**src/rtl/maze_draw_pipe_if.sv**
```systemverilog
// Pixel/level/ROM/sprite bus for maze_draw_pipe.
// master: the timing generator, level lookup, image ROM and sprite logic.
//   It drives pix_en, curr_x/curr_y, the geometry inputs, walls, rom_data
//   and the sprite vectors, and it receives maze_col/maze_row, rom_addr
//   and draw_r/g/b/draw_valid.
// slave: the draw pipeline. It has the opposite directions.
interface maze_draw_pipe_if #(
  parameter int NUM_SPRITES = 4
);
  logic                       pix_en;
  logic [10:0]                curr_x;
  logic [10:0]                curr_y;
  logic [9:0]                 tile_w;
  logic [9:0]                 tile_h;
  logic [9:0]                 wall_margin;
  logic [4:0]                 num_cols;
  logic [4:0]                 num_rows;
  logic [4:0]                 maze_col;
  logic [4:0]                 maze_row;
  logic [3:0]                 walls;
  logic [12:0]                rom_addr;
  logic [11:0]                rom_data;
  logic [11*NUM_SPRITES-1:0]  spr_x;
  logic [11*NUM_SPRITES-1:0]  spr_y;
  logic [12*NUM_SPRITES-1:0]  spr_rgb;
  logic [NUM_SPRITES-1:0]     spr_en;
  logic [3:0]                 draw_r;
  logic [3:0]                 draw_g;
  logic [3:0]                 draw_b;
  logic                       draw_valid;

  modport master (
    output pix_en, curr_x, curr_y, tile_w, tile_h, wall_margin, num_cols, num_rows,
           walls, rom_data, spr_x, spr_y, spr_rgb, spr_en,
    input  maze_col, maze_row, rom_addr, draw_r, draw_g, draw_b, draw_valid
  );

  modport slave (
    input  pix_en, curr_x, curr_y, tile_w, tile_h, wall_margin, num_cols, num_rows,
           walls, rom_data, spr_x, spr_y, spr_rgb, spr_en,
    output maze_col, maze_row, rom_addr, draw_r, draw_g, draw_b, draw_valid
  );
endinterface

```
**src/rtl/maze_draw_pipe.sv**
```systemverilog
// Three-stage pixel colour pipeline for the maze game.
// The priority order is image overlay, then sprites (index 0 first), then
// maze walls, then background. Tile position is tracked with incremental
// counters. Level geometry is latched at the frame-start pixel.
// Ports:
//   clk        pixel clock
//   rst        synchronous active-high reset
//   bus        maze_draw_pipe_if.slave carrying:
//              pixel coordinates and pix_en;
//              geometry inputs;
//              maze_col/maze_row out and walls back;
//              rom_addr out and rom_data back;
//              sprite vectors;
//              the registered colour and draw_valid.
module maze_draw_pipe #(
  parameter int          NUM_SPRITES = 4,
  parameter int          SPR_SIZE    = 10,
  parameter int          MAZE_Y0     = 100,
  parameter int          ID_X0       = 1350,
  parameter int          ID_Y0       = 120,
  parameter int          ID_W        = 128,
  parameter int          ID_H        = 64,
  parameter logic [11:0] BG_RGB      = 12'h00F,
  parameter logic [11:0] WALL_RGB    = 12'hF00
) (
  input logic             clk,
  input logic             rst,
  maze_draw_pipe_if.slave bus
);

  localparam int          IDX_W     = (NUM_SPRITES > 1) ? $clog2(NUM_SPRITES) : 1;
  localparam logic [10:0] MAZE_Y0_L = 11'(MAZE_Y0);
  localparam logic [11:0] ID_X_LO   = 12'(ID_X0);
  localparam logic [11:0] ID_X_HI   = 12'(ID_X0 + ID_W);
  localparam logic [11:0] ID_Y_LO   = 12'(ID_Y0);
  localparam logic [11:0] ID_Y_HI   = 12'(ID_Y0 + ID_H);
  localparam logic [12:0] ID_X0_A   = 13'(ID_X0);
  localparam logic [12:0] ID_Y0_A   = 13'(ID_Y0);
  localparam logic [12:0] ID_W_A    = 13'(ID_W);
  localparam logic [11:0] SPR_SZ    = 12'(SPR_SIZE);

  logic [9:0]  geo_tw, geo_th, geo_m;
  logic [4:0]  geo_cols, geo_rows;
  logic        frame_start;
  logic [9:0]  eff_tw, eff_th;
  logic [11:0] x12, y12;
  logic        img_hit;
  logic [12:0] img_addr;
  logic        spr_hit;
  logic [IDX_W-1:0] spr_idx;
  logic [11:0] sx, sy;

  logic        v1, in_maze, img_hit1, spr_hit1;
  logic [9:0]  xt, yt;
  logic [4:0]  col_q, row_q;
  logic [12:0] rom_addr_q;
  logic [IDX_W-1:0] spr_idx1;
  logic [12*NUM_SPRITES-1:0] spr_rgb1;

  logic        wall_hit;
  logic [11:0] spr_sel;
  logic        v2, img_hit2, spr_hit2, wall_hit2;
  logic [11:0] rom_data2, spr_col2;

  logic        v3;
  logic [11:0] colour_q;

  // A zero tile size is treated as 1. The frame-start pixel already uses
  // the incoming geometry, so a level switch lines up with the frame.
  always_comb begin
    frame_start = bus.pix_en && (bus.curr_x == 11'd0) && (bus.curr_y == 11'd0);
    eff_tw      = geo_tw;
    eff_th      = geo_th;
    if (frame_start) begin
      eff_tw = (bus.tile_w == 10'd0) ? 10'd1 : bus.tile_w;
      eff_th = (bus.tile_h == 10'd0) ? 10'd1 : bus.tile_h;
    end
  end

  // The hit tests use 12-bit compares so that a sprite near x = 2047
  // cannot wrap around onto the left edge.
  assign x12      = {1'b0, bus.curr_x};
  assign y12      = {1'b0, bus.curr_y};
  assign img_hit  = (x12 >= ID_X_LO) && (x12 < ID_X_HI) && (y12 >= ID_Y_LO) && (y12 < ID_Y_HI);
  assign img_addr = ({2'b00, bus.curr_y} - ID_Y0_A) * ID_W_A + ({2'b00, bus.curr_x} - ID_X0_A);

  // The loop scans downward, so the lowest hitting index is the last write.
  always_comb begin
    spr_hit = 1'b0;
    spr_idx = '0;
    sx      = '0;
    sy      = '0;
    for (int i = NUM_SPRITES - 1; i >= 0; i--) begin
      sx = {1'b0, bus.spr_x[11*i +: 11]};
      sy = {1'b0, bus.spr_y[11*i +: 11]};
      if (bus.spr_en[i] && (x12 >= sx) && (x12 < sx + SPR_SZ) &&
          (y12 >= sy) && (y12 < sy + SPR_SZ)) begin
        spr_hit = 1'b1;
        spr_idx = IDX_W'(i);
      end
    end
  end

  // Stage 1 holds the geometry latch and the tile counters. All state here
  // freezes while pix_en is low. The y counter only moves on column 0.
  always_ff @(posedge clk) begin
    if (rst) begin
      geo_tw     <= 10'd1;
      geo_th     <= 10'd1;
      geo_m      <= 10'd0;
      geo_cols   <= 5'd0;
      geo_rows   <= 5'd0;
      v1         <= 1'b0;
      xt         <= 10'd0;
      yt         <= 10'd0;
      col_q      <= 5'd0;
      row_q      <= 5'd0;
      in_maze    <= 1'b0;
      rom_addr_q <= 13'd0;
      img_hit1   <= 1'b0;
      spr_hit1   <= 1'b0;
      spr_idx1   <= '0;
      spr_rgb1   <= '0;
    end else begin
      v1 <= bus.pix_en;
      if (bus.pix_en) begin
        if (frame_start) begin
          geo_tw   <= eff_tw;
          geo_th   <= eff_th;
          geo_m    <= bus.wall_margin;
          geo_cols <= bus.num_cols;
          geo_rows <= bus.num_rows;
        end
        if (bus.curr_x == 11'd0) begin
          xt    <= 10'd0;
          col_q <= 5'd0;
          if (bus.curr_y < MAZE_Y0_L) begin
            in_maze <= 1'b0;
          end else if (bus.curr_y == MAZE_Y0_L) begin
            yt      <= 10'd0;
            row_q   <= 5'd0;
            in_maze <= 1'b1;
          end else if (yt >= eff_th - 10'd1) begin
            yt <= 10'd0;
            if (row_q != 5'd31) row_q <= row_q + 5'd1;
          end else begin
            yt <= yt + 10'd1;
          end
        end else if (xt >= eff_tw - 10'd1) begin
          xt <= 10'd0;
          if (col_q != 5'd31) col_q <= col_q + 5'd1;
        end else begin
          xt <= xt + 10'd1;
        end
        if (img_hit) rom_addr_q <= img_addr;
        img_hit1 <= img_hit;
        spr_hit1 <= spr_hit;
        spr_idx1 <= spr_idx;
        spr_rgb1 <= bus.spr_rgb;
      end
    end
  end

  assign bus.maze_col = col_q;
  assign bus.maze_row = row_q;
  assign bus.rom_addr = rom_addr_q;

  // The bottom and right tests are written as xt + m >= size. This stays
  // correct without underflow when the margin is larger than the tile.
  always_comb begin
    wall_hit = in_maze && (col_q < geo_cols) && (row_q < geo_rows) &&
               ((bus.walls[3] && (yt < geo_m)) ||
                (bus.walls[2] && ({1'b0, yt} + {1'b0, geo_m} >= {1'b0, geo_th})) ||
                (bus.walls[1] && (xt < geo_m)) ||
                (bus.walls[0] && ({1'b0, xt} + {1'b0, geo_m} >= {1'b0, geo_tw})));
    spr_sel = '0;
    for (int i = 0; i < NUM_SPRITES; i++) begin
      if (spr_idx1 == IDX_W'(i)) spr_sel = spr_rgb1[12*i +: 12];
    end
  end

  // Stages 2 and 3 shift every cycle. When pix_en was low they carry a
  // bubble, and the colour register keeps its last value.
  always_ff @(posedge clk) begin
    if (rst) begin
      v2        <= 1'b0;
      img_hit2  <= 1'b0;
      spr_hit2  <= 1'b0;
      wall_hit2 <= 1'b0;
      rom_data2 <= 12'd0;
      spr_col2  <= 12'd0;
      v3        <= 1'b0;
      colour_q  <= BG_RGB;
    end else begin
      v2        <= v1;
      img_hit2  <= img_hit1;
      spr_hit2  <= spr_hit1;
      wall_hit2 <= wall_hit;
      rom_data2 <= bus.rom_data;
      spr_col2  <= spr_sel;
      v3        <= v2;
      if (v2) begin
        if (img_hit2)       colour_q <= rom_data2;
        else if (spr_hit2)  colour_q <= spr_col2;
        else if (wall_hit2) colour_q <= WALL_RGB;
        else                colour_q <= BG_RGB;
      end
    end
  end

  assign bus.draw_r     = colour_q[11:8];
  assign bus.draw_g     = colour_q[7:4];
  assign bus.draw_b     = colour_q[3:0];
  assign bus.draw_valid = v3;

endmodule

```
**src/flat_wrapper.sv**
```systemverilog
// flat-port wrapper written by rule: the top's interface ports become plain ports
module maze_draw_pipe_flat 
#(
  parameter int          NUM_SPRITES = 4,
  parameter int          SPR_SIZE    = 10,
  parameter int          MAZE_Y0     = 100,
  parameter int          ID_X0       = 1350,
  parameter int          ID_Y0       = 120,
  parameter int          ID_W        = 128,
  parameter int          ID_H        = 64,
  parameter logic [11:0] BG_RGB      = 12'h00F,
  parameter logic [11:0] WALL_RGB    = 12'hF00
)
  (clk, rst, bus_pix_en, bus_curr_x, bus_curr_y, bus_tile_w, bus_tile_h, bus_wall_margin, bus_num_cols, bus_num_rows, bus_walls, bus_rom_data, bus_spr_x, bus_spr_y, bus_spr_rgb, bus_spr_en, bus_maze_col, bus_maze_row, bus_rom_addr, bus_draw_r, bus_draw_g, bus_draw_b, bus_draw_valid);
  maze_draw_pipe_if #(.NUM_SPRITES(NUM_SPRITES)) bus_i ();
  input logic clk;
  input logic rst;
  input wire logic [$bits(bus_i.pix_en)-1:0] bus_pix_en;
  input wire logic [$bits(bus_i.curr_x)-1:0] bus_curr_x;
  input wire logic [$bits(bus_i.curr_y)-1:0] bus_curr_y;
  input wire logic [$bits(bus_i.tile_w)-1:0] bus_tile_w;
  input wire logic [$bits(bus_i.tile_h)-1:0] bus_tile_h;
  input wire logic [$bits(bus_i.wall_margin)-1:0] bus_wall_margin;
  input wire logic [$bits(bus_i.num_cols)-1:0] bus_num_cols;
  input wire logic [$bits(bus_i.num_rows)-1:0] bus_num_rows;
  input wire logic [$bits(bus_i.walls)-1:0] bus_walls;
  input wire logic [$bits(bus_i.rom_data)-1:0] bus_rom_data;
  input wire logic [$bits(bus_i.spr_x)-1:0] bus_spr_x;
  input wire logic [$bits(bus_i.spr_y)-1:0] bus_spr_y;
  input wire logic [$bits(bus_i.spr_rgb)-1:0] bus_spr_rgb;
  input wire logic [$bits(bus_i.spr_en)-1:0] bus_spr_en;
  output wire logic [$bits(bus_i.maze_col)-1:0] bus_maze_col;
  output wire logic [$bits(bus_i.maze_row)-1:0] bus_maze_row;
  output wire logic [$bits(bus_i.rom_addr)-1:0] bus_rom_addr;
  output wire logic [$bits(bus_i.draw_r)-1:0] bus_draw_r;
  output wire logic [$bits(bus_i.draw_g)-1:0] bus_draw_g;
  output wire logic [$bits(bus_i.draw_b)-1:0] bus_draw_b;
  output wire logic [$bits(bus_i.draw_valid)-1:0] bus_draw_valid;
  assign bus_i.pix_en = bus_pix_en;
  assign bus_i.curr_x = bus_curr_x;
  assign bus_i.curr_y = bus_curr_y;
  assign bus_i.tile_w = bus_tile_w;
  assign bus_i.tile_h = bus_tile_h;
  assign bus_i.wall_margin = bus_wall_margin;
  assign bus_i.num_cols = bus_num_cols;
  assign bus_i.num_rows = bus_num_rows;
  assign bus_i.walls = bus_walls;
  assign bus_i.rom_data = bus_rom_data;
  assign bus_i.spr_x = bus_spr_x;
  assign bus_i.spr_y = bus_spr_y;
  assign bus_i.spr_rgb = bus_spr_rgb;
  assign bus_i.spr_en = bus_spr_en;
  assign bus_maze_col = bus_i.maze_col;
  assign bus_maze_row = bus_i.maze_row;
  assign bus_rom_addr = bus_i.rom_addr;
  assign bus_draw_r = bus_i.draw_r;
  assign bus_draw_g = bus_i.draw_g;
  assign bus_draw_b = bus_i.draw_b;
  assign bus_draw_valid = bus_i.draw_valid;
  maze_draw_pipe #(.NUM_SPRITES(NUM_SPRITES), .SPR_SIZE(SPR_SIZE), .MAZE_Y0(MAZE_Y0), .ID_X0(ID_X0), .ID_Y0(ID_Y0), .ID_W(ID_W), .ID_H(ID_H), .BG_RGB(BG_RGB), .WALL_RGB(WALL_RGB)) u_core (.clk(clk), .rst(rst), .bus(bus_i));
endmodule
```
**config.mk**
```make
export PLATFORM = sky130hd
export DESIGN_NAME = maze_draw_pipe_flat
export DESIGN_NICKNAME = d
export VERILOG_FILES = /design/src/rtl/maze_draw_pipe_if.sv /design/src/rtl/maze_draw_pipe.sv /design/src/flat_wrapper.sv
export SDC_FILE = /design/constraint.sdc
export NUM_CORES = 1
export LEC_CHECK = 0
export ABC_AREA = 1
export BUFFER_PORTS_ARGS = -buffer_cell sky130_fd_sc_hd__buf_4
export CAP_MARGIN = 20
export CELL_PAD_IN_SITES_DETAIL_PLACEMENT = 0
export CELL_PAD_IN_SITES_GLOBAL_PLACEMENT = 2
export CORE_UTILIZATION = 29
export DETAILED_ROUTE_END_ITERATION = 6
export GPL_TIMING_DRIVEN = 1
export PLACE_DENSITY = 0.88
export SYNTH_ARGS = -nofsm -noshare
export SYNTH_HDL_FRONTEND = slang
export SYNTH_SLANG_ARGS = --single-unit
```
**constraint.sdc**
```tcl
create_clock -name clk -period 3.7 [get_ports clk]
set_input_delay 0.74 -clock clk [delete_from_list [all_inputs] [get_ports clk]]
set_output_delay 0.74 -clock clk [all_outputs]
set_load 0.05 [all_outputs]
```
; ---- Yosys cells after proc, flatten, opt, wreduce, memory -nomap -nowiden
; Cells that the tools add are included.
[word_totals]
regBits = 178
in_bits = 221
out_inout_bits = 36
[classes]
n_reduce_logical = 47
magnitude_cmp = 29
bitwise = 1
muxes = 31
eq_ne = 6
add_sub_neg = 19
[op_table]
columns = operator, n
row1 = $add 11x4->12 const B, 8
row2 = $lt 11x12->1, 8
row3 = $ge 11x11->1, 8
row4 = $mux 12, 7
row5 = $mux 10, 8
row6 = $mux 5, 6
row7 = $logic_and 1x1->1, 28
row8 = $add 10x10->11, 2
row9 = $ge 11x10->1, 2
row10 = $logic_not 11->1, 2
row11 = $add 10x1->10 const B, 2
row12 = $ge 10x10->1, 2
row13 = $logic_not 10->1, 2
row14 = $lt 10x10->1, 2
row15 = $sub 10x1->10 const B, 2
row16 = $add 13x13->13, 1
row17 = $sub 11x11->12 const B, 1
row18 = $eq 11x7->1 const B, 1
row19 = $ge 11x11->1 const B, 1
row20 = $ge 11x7->1 const B, 1
row21 = $lt 11x11->1 const B, 1
row22 = $lt 11x7->1 const B, 1
row23 = $lt 11x8->1 const B, 1
row24 = $add 5x1->5 const B, 2
row25 = 14 further kinds, 34

; ---- Depth between registers and ports, before layout
[logic_depth]
ltp_word = 9
mapped_depth = 26
depth_no_buf = 25

; ---- Worst setup path before layout
; No wires, ideal clock.
[synth_path]
path_type = input to register
startpoint = in bus_curr_x[3]
endpoint = reg u_core.xt[3]
slack_ps = 88
t_required_ps = 3635
arrival_time_ps = 3547
stages = 26
n_path_buf = 1
setup_ps = 65
cell_sequence = inv_2 -> nand3_1 -> nor3_1 -> nand2_1 -> nor2_4 -> nand3_4 -> buf_6 -> nand2_1 -> o21ai_1 -> ha_1 -> nand3_1 -> nor2_1 -> nand3_1 -> nand2_1 -> nand2_1 -> inv_1 -> ha_1 -> nand2_1 -> nor2_1 -> o211ai_1 -> nand4_1 -> nor2_1 -> inv_1 -> nor2_1 -> a21oi_1 -> nor2_1
[synth_between]
elab_chain_cells = 8
[synth_lines]
columns = element, line_no
row1 = "start, declared", flat_wrapper.sv:19  ; input wire logic [$bits(bus_i.curr_x)-1:0] bus_curr_x;
row2 = $logic_not 11->1 *, "maze_draw_pipe.sv:71, maze_draw_pipe.sv:134"
row3 = $logic_and 1x1->1 (2 in a row), maze_draw_pipe.sv:71  ; frame_start = bus.pix_en && (bus.curr_x == 11'd0) && (bus.curr_y == 11'd0);
row4 = $mux 10, maze_draw_pipe.sv:74  ; if (frame_start) begin
row5 = $sub 10x1->10, maze_draw_pipe.sv:149  ; end else if (xt >= eff_tw - 10'd1) begin
row6 = $ge 10x10->1, maze_draw_pipe.sv:149
row7 = $mux 10, maze_draw_pipe.sv:149
row8 = $mux 10 *, maze_draw_pipe.sv:134  ; if (bus.curr_x == 11'd0) begin
row9 = "end signal, assigned", maze_draw_pipe.sv:153  ; xt <= xt + 10'd1;
row10 = "end, declared", maze_draw_pipe.sv:54  ; logic [9:0] xt, yt;
; Mark *: on every way between the ends. The rest lies on a longest branch, timed or not.
; A chain may end at the register's enable or synchronous reset.

; ---- Final worst setup path
[layout_path]
startpoint = in bus_curr_x[4]
endpoint = reg u_core.xt[6]
; Same word-level chain as after synthesis.

==> flow_summary_export.csv <==
group,metric,value,unit
power,powerDensity,256,mW/mm²
yosys,ys_seq_area_share,22.2,%
power,p_clk_share,37.5,%
yosys,syn-num-nets,2839,
sta,finalCriticalPeriod,3630,ps
sta,rsz0062_at_grt,"yes",
finish,fillers,5759,
route,drc,0,
placed_design,place_congestion,0.877,
finish,fin_cells,3380,
global_routing,gr-total-overflow,0,
yosys,ys_ff_latch,178,
global_routing,antenna_found_initial,0,
die,num_rows,85,
clocking,clock_sinks,178,
power,ir_drop,207,µV
finish,multi_input_area,0.0114,mm²
sta,layout_setup_ws,74.5,ps
die,die_w,237,µm
yosys,synth.distinct_cells,46,
critical_path,startpoint_type,"input pin",
die,ios,257,
placed_design,hpwl,42.7,mm
status,status,"finished, final reports clean",
clocking,path_clk_slew,70,ps
yosys,synthMuxAreaShare,0,%
sta,finalCritPeriodShare,98.0,%
clocking,clock_path_buffers,2,
job,max_cap_viol_count,0,
yosys,synth-async-reset-ratio,0,%
clocking,cts-buffers-inserted,17,
die,core-area,0.0542,mm²
critical_path,cp_max_fo,8,
power,p_leak,10.4,nW
yosys,ys_warn_count,0,
sta,slew_violations,0,
finish,final_util,37.9,%
finish,layout-drive-gt1-share,18.7,%
yosys,synth_compound_area_share,15.8,%
route,drt_iter0_drc,667,
sta,clock.fmax,0.276,GHz
route,routed_via_density,4.79,
placed_design,portBuffers,256,
yosys,yosys.area_share.xor_xnor,5.69,%
sta,maxSlewHeadroom,42.4,%
yosys,synth_top_family_by_area,"simple AND/OR/NAND/NOR gates",
critical_path,crit_type,"in2reg",
global_routing,grt_pass1_wl,83.7,mm
yosys,syn_inst,2334,
route,wire_per_inst,15.8,µm
yosys,syn_avg_cell_area,6.86,µm²
route,final_antenna_net_count,0,
critical_path,arrival,4010,ps
worst_hold_path,hold_path_class,"reg2reg",
finish,antenna_cells,0,
power,seqPwrFrac,38.0,%
power,internal_power,3.57,mW
die,die-height,237,µm
route,drtPass1Iterations,5,
critical_path,cp.required,4090,ps
sta,setup-violations-final,0,
power,switching_share,32.3,%
critical_path,reg2reg_depth,21,
global_routing,grt_pass1_vias,16200,
finish,regArea,0.00356,mm²
finish,fin_nets,3176,
clocking,cts_hold_buf,0,
die,initial_utilization,29.5,%
sta,worstMarginPinSlew,864,ps
power,power_switching,1.70,mW
global_routing,grt_max_degree,85,
placed_design,dp_cells,3339,
sta,fin_skew,13.1,ps
die,die_area,0.0562,mm²
yosys,syn-cell-area,0.0160,mm²
yosys,synthAdderAreaFrac,22.3,%
sta,finalHoldViolations,0,
worst_hold_path,holdPathStages,2,
clocking,cts_tree,"done",
clocking,htreeDepth,4,
placed_design,pre_cts_ws,-550,ps
clocking,clk_latency,460,ps
route,vias,16200,
route,postRouteWirelength,53.5,mm
sta,tns,0,ps
clocking,cts_root_buffer,"clkbuf_16",
global_routing,track_usage,18.8,%
power,pwr-share-comb,24.5,%
yosys,synth-edff-count,0,
finish,syn_to_final_growth,28.4,%
yosys,synthSimpleGateAreaFrac,24.7,%
critical_path,critPathCaptureType,"register",
yosys,synth_ff_type,"dfxtp_1",
cell type report:
class	instances	share of cell area, %
clock buffers	17	2.07
clock inverters	15	1.01
inverters	341	6.26
multi-input cells	1768	55.3
flip-flops and latches	178	17.3
well taps	696	4.23
repair buffers	365	13.9
cells in the final DEF (no fill, tap or decap), types with 8 or more instances in the layout:
cell type / n
ha_1: 274
o221ai_1: 11
o21a_1: 18
inv_2: 12
o211ai_1: 11
nor2_4: 8
nand4_1: 48
a21o_1: 11
clkbuf_16: 18
o21bai_1: 9
o21ai_0: 143
nand3b_1: 13
nor4_1: 12
nor2_1: 284
xor2_1: 96
nand2_2: 21
nand2_1: 389
buf_4: 346
inv_1: 325
nand3_1: 86
nor3_1: 32
dfxtp_1: 178
a21oi_1: 186
buf_6: 15
nor2_2: 11
a21oi_2: 9
per-stage QoR:
step           total power [mW]  area, µm²  hold WS, ps
2_1_floorplan              2.77      16000          388
3_5_place_dp               3.33      19400          407
6_report                   5.27      20600          416
4_1_cts                    5.33      20000          417
3_3_place_gp               3.30      19400          405
5_1_grt                    5.59      20600          450
critical path, cell delays in order:
cell,delay (ps)
buf_6,100
inv_4,50
nand3_4,80
nor3_4,210
nand2_4,110
nor2_4,150
nand3_4,160
buf_12,200
o21ai_4,170
buf_6,120
ha_4,140
nand3_4,80
nor2_4,130
nand3_2,70
nand2_1,70
nand2_1,50
inv_1,60
ha_1,230
nand2_2,90
nor2_2,50
o211ai_1,70
nand4_1,250
nor2_2,230
buf_6,150
nand3b_1,90
a21oi_2,120
sequential cells by signal, summed over array words and instances (netlist names), 5 cells and up:
register	count
u_core.bus.maze_col	5
u_core.bus.maze_row	5
u_core.bus.rom_addr	13
u_core.colour_q	12
u_core.geo_cols	5
u_core.geo_m	10
u_core.geo_rows	5
u_core.geo_th	10
u_core.geo_tw	10
u_core.rom_data2	12
u_core.spr_col2	12
u_core.spr_rgb1	48
u_core.xt	10
u_core.yt	10
per-layer routing:
layer	GRT usage (%)	vias to the layer above	routed length [µm]
met5	0	-	0
met4	4.21	0	919
met3	4.00	51	2810
met2	33.1	309	25500
met1	23.3	7416	24300
li1	-	8409	-
cells by family (layout without fill, tap and decap cells):
| logic type | after synthesis | after routing |
|---|---|---|
| adders and majority gates | 284 | 284 |
| DFF | 178 | 178 |
| xor gates and xnor gates | 104 | 104 |
| AOI/OAI and AO/OA | 450 | 450 |
| buffers and inverters | 388 | 738 |
| and+or+nand+nor | 930 | 930 |
worst paths after layout:
kind                        start                to  slack, ps
setup / recovery    bus_curr_x[4]      u_core.xt[6]         70
hold / removal          u_core.v1         u_core.v2        420
setup reg to reg  u_core.geo_m[3]  u_core.wall_hit2        520
hold reg to reg         u_core.v1         u_core.v2        420
cells in the mapped netlist, types with 4 or more instances:
| cell | n | share of area (%) |
|---|---|---|
| nor3_1 | 35 | 1.1 |
| o211ai_1 | 11 | 0.52 |
| o21bai_1 | 9 | 0.42 |
| o21ai_0 | 146 | 4.6 |
| inv_1 | 335 | 7.8 |
| nand4_1 | 48 | 1.9 |
| a31oi_1 | 4 | 0.16 |
| o22ai_1 | 7 | 0.27 |
| inv_2 | 5 | 0.12 |
| ha_1 | 281 | 22 |
| nand3_1 | 92 | 2.9 |
| xnor2_1 | 6 | 0.33 |
| nor2_1 | 296 | 6.9 |
| buf_1 | 6 | 0.14 |
| clkbuf_1 | 34 | 0.80 |
| buf_2 | 5 | 0.16 |
| o221ai_1 | 11 | 0.60 |
| a21o_1 | 11 | 0.52 |
| nand2_2 | 5 | 0.20 |
| a211oi_1 | 6 | 0.28 |
| o21a_1 | 18 | 0.84 |
| nand3b_1 | 13 | 0.61 |
| nor4_1 | 12 | 0.47 |
| a21oi_1 | 195 | 6.1 |
| and3_1 | 6 | 0.23 |
| xor2_1 | 98 | 5.4 |
| nand2_1 | 408 | 9.6 |
| o21ai_1 | 11 | 0.34 |
| o31ai_1 | 6 | 0.28 |
| nor2_4 | 4 | 0.28 |
| dfxtp_1 | 178 | 22 |
power groups by stage:
| stage | Sequential, mW | Combinational [mW] | Clock, mW |
|---|---|---|---|
| after global placement | 2.05 | 1.25 | 0 |
| after CTS | 2.00 | 1.29 | 2.04 |
| after floorplan | 2.06 | 0.707 | 0 |
| after detailed placement | 2.05 | 1.28 | 0 |
| after global routing | 2.01 | 1.47 | 2.11 |
| final | 2.00 | 1.29 | 1.98 |
what timing repair did:
action,CTS,global route
buffers inserted,0,8
cloned,0,1
gates resized for setup,2,111
pin swaps,2,40
setup endpoints to repair,11,30
Power figures use the tool's default switching activity.
